### src/rtl/disp_byte_sequencer.sv
// Steps a latched 32-bit result through a two-digit display one byte at a time.
// Stepping comes from a dwell timer (auto mode) or a debounced push-button.
module disp_byte_sequencer #(
  parameter int DWELL_CYCLES    = 50000000,
  parameter int DEBOUNCE_CYCLES = 1000000
) (
  input  logic        clk,
  input  logic        rst,
  input  logic [31:0] result,
  input  logic        result_valid,
  input  logic        btn_next,
  input  logic        auto_mode,
  output logic [7:0]  char,
  output logic [1:0]  byte_sel,
  output logic        loaded
);

  localparam int DW_RAW = $clog2(DWELL_CYCLES);
  localparam int DB_RAW = $clog2(DEBOUNCE_CYCLES);
  localparam int DW     = (DW_RAW < 1) ? 1 : DW_RAW;
  localparam int DB     = (DB_RAW < 1) ? 1 : DB_RAW;

  localparam logic [DW-1:0] DWELL_LAST = DW'(DWELL_CYCLES - 1);
  localparam logic [DB-1:0] DB_LAST    = DB'(DEBOUNCE_CYCLES - 1);

  typedef enum logic {
    EMPTY,
    SHOW
  } state_t;

  state_t state_q, state_d;

  logic [31:0]   hold_q, hold_d;
  logic [1:0]    sel_d;
  logic [7:0]    char_d;
  logic          loaded_d;
  logic [DW-1:0] dwell_q, dwell_d;

  logic          btn_s1, btn_s2;
  logic [1:0]    fill;
  logic          armed;
  logic [DB-1:0] db_cnt;
  logic          db_level, db_prev;
  logic          btn_step;
  logic          auto_step;
  logic          step;

  function automatic logic [7:0] pick(
    input logic [31:0] w,
    input logic [1:0]  s
  );
    logic [7:0] b;
    b = 8'h00;
    unique case (s)
      2'd3: b = w[31:24];
      2'd2: b = w[23:16];
      2'd1: b = w[15:8];
      2'd0: b = w[7:0];
    endcase
    return b;
  endfunction

  // fill marks when btn_s2 reflects the pin rather than its reset value
  always_ff @(posedge clk or posedge rst) begin
    if (rst) begin
      btn_s1 <= 1'b0;
      btn_s2 <= 1'b0;
      fill   <= 2'b00;
    end else begin
      btn_s1 <= btn_next;
      btn_s2 <= btn_s1;
      fill   <= {fill[0], 1'b1};
    end
  end

  // armed stays low until the button is seen released after reset
  always_ff @(posedge clk or posedge rst) begin
    if (rst) begin
      db_cnt   <= '0;
      db_level <= 1'b0;
      db_prev  <= 1'b0;
      armed    <= 1'b0;
    end else begin
      db_prev <= db_level;
      if (fill[1] && !btn_s2) begin
        armed <= 1'b1;
      end
      if (btn_s2 == db_level) begin
        db_cnt <= '0;
      end else if (db_cnt == DB_LAST) begin
        db_level <= btn_s2;
        db_cnt   <= '0;
      end else begin
        db_cnt <= db_cnt + 1'b1;
      end
    end
  end

  assign btn_step = db_level & ~db_prev & armed;

  always_comb begin
    state_d   = state_q;
    hold_d    = hold_q;
    sel_d     = byte_sel;
    char_d    = char;
    loaded_d  = loaded;
    dwell_d   = dwell_q;
    auto_step = 1'b0;
    step      = 1'b0;
    unique case (state_q)
      EMPTY: begin
        dwell_d = '0;
      end
      SHOW: begin
        if (auto_mode) begin
          if (dwell_q == DWELL_LAST) begin
            auto_step = 1'b1;
          end else begin
            dwell_d = dwell_q + 1'b1;
          end
        end else begin
          dwell_d = '0;
        end
        step = auto_step | btn_step;
        if (step) begin
          sel_d   = byte_sel - 2'd1;
          dwell_d = '0;
          char_d  = pick(hold_q, sel_d);
        end
      end
    endcase
    // a new result overrides any step in the same cycle
    if (result_valid) begin
      state_d  = SHOW;
      hold_d   = result;
      sel_d    = 2'd3;
      dwell_d  = '0;
      loaded_d = 1'b1;
      char_d   = result[31:24];
    end
  end

  always_ff @(posedge clk or posedge rst) begin
    if (rst) begin
      state_q  <= EMPTY;
      hold_q   <= 32'h0;
      byte_sel <= 2'd3;
      char     <= 8'h00;
      loaded   <= 1'b0;
      dwell_q  <= '0;
    end else begin
      state_q  <= state_d;
      hold_q   <= hold_d;
      byte_sel <= sel_d;
      char     <= char_d;
      loaded   <= loaded_d;
      dwell_q  <= dwell_d;
    end
  end

endmodule

### config.mk
export PLATFORM = sky130hd
export DESIGN_NAME = disp_byte_sequencer
export DESIGN_NICKNAME = d
export VERILOG_FILES = /design/src/rtl/disp_byte_sequencer.sv
export SDC_FILE = /design/constraint.sdc
export NUM_CORES = 1
export LEC_CHECK = 0
export CORE_MARGIN = 2
export CORE_UTILIZATION = 50
export DETAILED_ROUTE_END_ITERATION = 6
export HOLD_SLACK_MARGIN = 0.12
export PLACE_DENSITY = 0.77
export SYNTH_ARGS = -nofsm -noshare
export SYNTH_HDL_FRONTEND = slang
export SYNTH_SLANG_ARGS = --single-unit
### constraint.sdc
create_clock -name clk -period 2.7 [get_ports clk]
set_input_delay 0.405 -clock clk [delete_from_list [all_inputs] [get_ports clk]]
set_output_delay 0.405 -clock clk [all_outputs]
set_load 0.1 [all_outputs]
==> metrics.txt <==
Max Buffers Root-to-Sink 2; area of the mapped netlist 0.004459 sq mm; required time reported for the critical path endpoint around 3 ns; antenna violation net count after detailed routing 0; number of antenna violations at the first check in global routing 0; share of final-layout standard cells stronger than drive strength 1 0.1560; arrival time at the worst endpoint between 2 and 2.5 ns; post-synthesis to final-layout area growth 16.58%; wire length of the first global-routing pass 15,590 um; pin count of the biggest net entering global routing between 50 and 60; mux contribution to synthesized area 0.08333; chip width 98.44 um; Syn. warnings 0; final core area utilization 0.5990; total power 2.873 mW; layer with the highest usage met2; max-capacitance violation count 0; count of filler cells inserted in the layout between 700 and 800; GRT met3 Usage 0.04468; EDFF count, synth 0; Die Y-Extent 98.44 um; register clock-pin slew on the reported worst setup and hold paths around 0.09 ns; number of setup violations in the final report 0; sequential-to-total area share from yosys stat 0.5393; DR DRC count 0; via count normalized by instance count 5.588; type of the worst min-delay path reg2reg; RSZ-0062 raised after global routing no; r2r setup slk 0.70 ns; final critical-path share of the clock period 0.7565; die outline area roughly 0.0097 sq mm; number of buffers added on ports 47; worst-case headroom to the max-slew limit 0.5845; starting DRC count in detailed routing roughly 150; top-count cell post-synth sky130_fd_sc_hd__dfrtp_1; top cells by instance count after synthesis sky130_fd_sc_hd__dfrtp_1 (94), sky130_fd_sc_hd__nor2_1 (56), sky130_fd_sc_hd__mux2_2 (33), sky130_fd_sc_hd__nand2_1 (25), sky130_fd_sc_hd__xnor2_1 (25); global route total overflow 0; Comb power frac 0.112; setup_tns 0 ns; P_int 2.156 mW; routing usage on met1 0.2762; GR met2 Demand/Resource 0.3140; kind of capture point of the worst setup path register; complex-gate fraction of the synthesized area 0.06285; number of max-slew violations in the final report 0; final critical delay including setup and external delays 2.043 ns; number of synthesized register bits 96; largest family of logic cells by synthesized area simple AND/OR/NAND/NOR gates; net switching fraction of the power 0.2494; aggregate routed wire length 9028 um; cell taking the most area after synthesis sky130_fd_sc_hd__dfrtp_1; start of the worst register-to-register path db_cnt[0]; footprint of the multi-input gates 0.001917 sq mm; final number of hold-violating endpoints 0; GRT Resource Usage Total 0.1992; transition time at the pin with the least slew margin roughly 0.62 ns; Synth Flop Type sky130_fd_sc_hd__dfrtp_1; library cells used by synthesis 38; routed vias 3,146; max frequency 489.6 MHz; post-synth top area share 0.5275; total CTS buffers 9; final RePlAce weighted congestion around 0.78; TritonCTS clock tree done; Setup Fix Bufs, Post-CTS 0; Register Area 0.002405 sq mm; adder and majority gate portion of the synthesized area 0.01964; vias in the first global route 3,248; detailed placement HPWL 6252 um; Gate Count Post-Synth slightly above 400; area inside the core boundary 0.008678 sq mm; Ports 48; number of cells on the worst reg-to-reg path 6; switching power summed over all nets ~700 uW; clock root cell sky130_fd_sc_hd__clkbuf_8; power density over cell area 552.6 mW/mm^2; maximum fanout encountered on the critical timing path 26; share of flip-flops with an asynchronous set or reset after synthesis 1.000; average detailed-routed wire length per instance between 15 and 20 um; cell row count 34; Starting Density 0.5138; H-tree depth 3; number of clock sinks 96; area share of and/or/nand/nor cells after synthesis 0.1787; startpoint type of the worst setup path input port; clock power share 0.351; peak supply drop roughly 0.35 mV; result of the run finished, final reports clean; cell depth of the worst min-delay path 0; hold-fix buffer count after cts 0; number of gates given a new drive strength after cts 0; endpoint of the lowest-slack register-to-register path db_cnt[10]; first drt pass iteration count 5; cells taking the most area after synthesis sky130_fd_sc_hd__dfrtp_1 (53%), sky130_fd_sc_hd__mux2_2 (8.3%), sky130_fd_sc_hd__xnor2_1 (4.9%), sky130_fd_sc_hd__nor2_1 (4.7%), sky130_fd_sc_hd__xor2_1 (3.5%); post-route cell area 0.005199 sq mm; net total in the final layout roughly 500; final setup skew around 0.012 ns; Avg Synthesized Cell Area about 11 sq um; Min-Delay Startpoint fill[0]; post-synthesis share of cell area spent on xor and xnor gates 0.08446; area post-placement 0.004990 sq mm; Endpoint, Worst Hold fill[1]; leakage power of the design 2.177 nW; startpoint-to-endpoint class of the critical path in2reg; sequential power share 0.538; clock latency on the worst-skew pair around 0.36 ns; Post-Syn Nets 448; Antenna Diode Count 0
==> state kept, by name (all words and copies together) (netlist names) <==
| register | count |
|---|---|
| db_prev | 1 |
| btn_s1 | 1 |
| char | 8 |
| dwell_q | 26 |
| armed | 1 |
| db_cnt | 20 |
| btn_s2 | 1 |
| fill | 2 |
| hold_q | 32 |
| db_level | 1 |
| state_q | 1 |
| byte_sel | 2 |
==> stage by stage <==
stage / worst slack (ns) / cells / hold WS, ns
6_report: 0.6574 / 563 / 0.3549
5_1_grt: 0.3609 / 563 / 0.3740
4_1_cts: 0.6671 / 563 / 0.3595
3_5_place_dp: 0.2954 / 548 / 0.3402
3_3_place_gp: 0.3559 / 548 / 0.3326
2_1_floorplan: 0.6684 / 404 / 0.3312
==> cell usage in the layout, fill, tap and decap left out, types with 2 or more instances in the layout <==
master / instances
sky130_fd_sc_hd__buf_4: 14
sky130_fd_sc_hd__nor2b_1: 2
sky130_fd_sc_hd__o21ai_0: 10
sky130_fd_sc_hd__clkdlybuf4s50_1: 35
sky130_fd_sc_hd__o211ai_1: 8
sky130_fd_sc_hd__xor2_1: 18
sky130_fd_sc_hd__ha_1: 7
sky130_fd_sc_hd__mux2_2: 33
sky130_fd_sc_hd__or2_2: 2
sky130_fd_sc_hd__nor4_1: 3
sky130_fd_sc_hd__dfrtp_1: 94
sky130_fd_sc_hd__dfstp_2: 2
sky130_fd_sc_hd__a22oi_1: 8
sky130_fd_sc_hd__xnor2_1: 25
sky130_fd_sc_hd__clkbuf_8: 9
sky130_fd_sc_hd__nor3_1: 13
sky130_fd_sc_hd__or3_1: 2
sky130_fd_sc_hd__nand3_1: 23
sky130_fd_sc_hd__a222oi_1: 8
sky130_fd_sc_hd__clkinvlp_4: 2
sky130_fd_sc_hd__and3_1: 9
sky130_fd_sc_hd__nor2_1: 56
sky130_fd_sc_hd__bufinv_16: 2
sky130_fd_sc_hd__inv_1: 12
sky130_fd_sc_hd__nand2_1: 25
sky130_fd_sc_hd__nand4_1: 9
sky130_fd_sc_hd__and4_1: 7
==> critical path, cell delays in order <==
cell and delay [ns]:
sky130_fd_sc_hd__clkdlybuf4s50_1 0.53, sky130_fd_sc_hd__nor4bb_1 0.38, sky130_fd_sc_hd__nand4_1 0.16, sky130_fd_sc_hd__or3_1 0.39, sky130_fd_sc_hd__nand4_4 0.30, sky130_fd_sc_hd__nor2_1 0.10
==> kinds of logic (layout without fill, tap and decap cells) <==
logic type,Yosys count,in the layout
flip-flops,96,96
AO/OA/AOI/OAI,38,38
adder cells (fa/ha/maj),7,7
other,1,1
multiplexers,33,33
AND/OR/NAND/NOR,158,158
buffers and inverters,28,79
XOR/XNOR,43,43
==> per-layer routing <==
metal | vias up | routed length [um]
li1 | 1509 | -
met1 | 1560 | 4184
met4 | 0 | 155
met3 | 17 | 424
met2 | 60 | 4263
met5 | - | 0
==> power by group through the flow <==
stage | Clock, mW | Sequential [mW] | Combinational, mW
after CTS | 1.03 | 1.55 | 0.325
after global routing | 1.08 | 1.55 | 0.347
after floorplan | 0 | 1.64 | 0.137
final | 1.01 | 1.55 | 0.321
after global placement | 0 | 1.57 | 0.316
after detailed placement | 0 | 1.57 | 0.324
==> worst max path at each step <==
| stage | startpoint | to | slack [ns] | depth (start not counted) |
|---|---|---|---|---|
| after floorplan | byte_sel[0] | char[7] | 0.67 | 7 |
| after global placement | auto_mode | dwell_q[24] | 0.36 | 6 |
| after detailed placement | auto_mode | dwell_q[25] | 0.30 | 6 |
| after CTS | auto_mode | dwell_q[15] | 0.67 | 6 |
| after global routing | db_cnt[0] | db_cnt[12] | 0.36 | 6 |
| final | auto_mode | dwell_q[15] | 0.66 | 6 |
==> area by class of cell <==
class	count	share of cell area
Multi-Input combinational cell	280	0.3687
Clock inverter	5	0.01564
Tap cell	108	0.02599
Inverter	13	0.01011
Timing Repair Buffer	51	0.09242
Clock buffer	10	0.02455
Sequential cell	96	0.4626
Power figures use the tool's default switching activity.
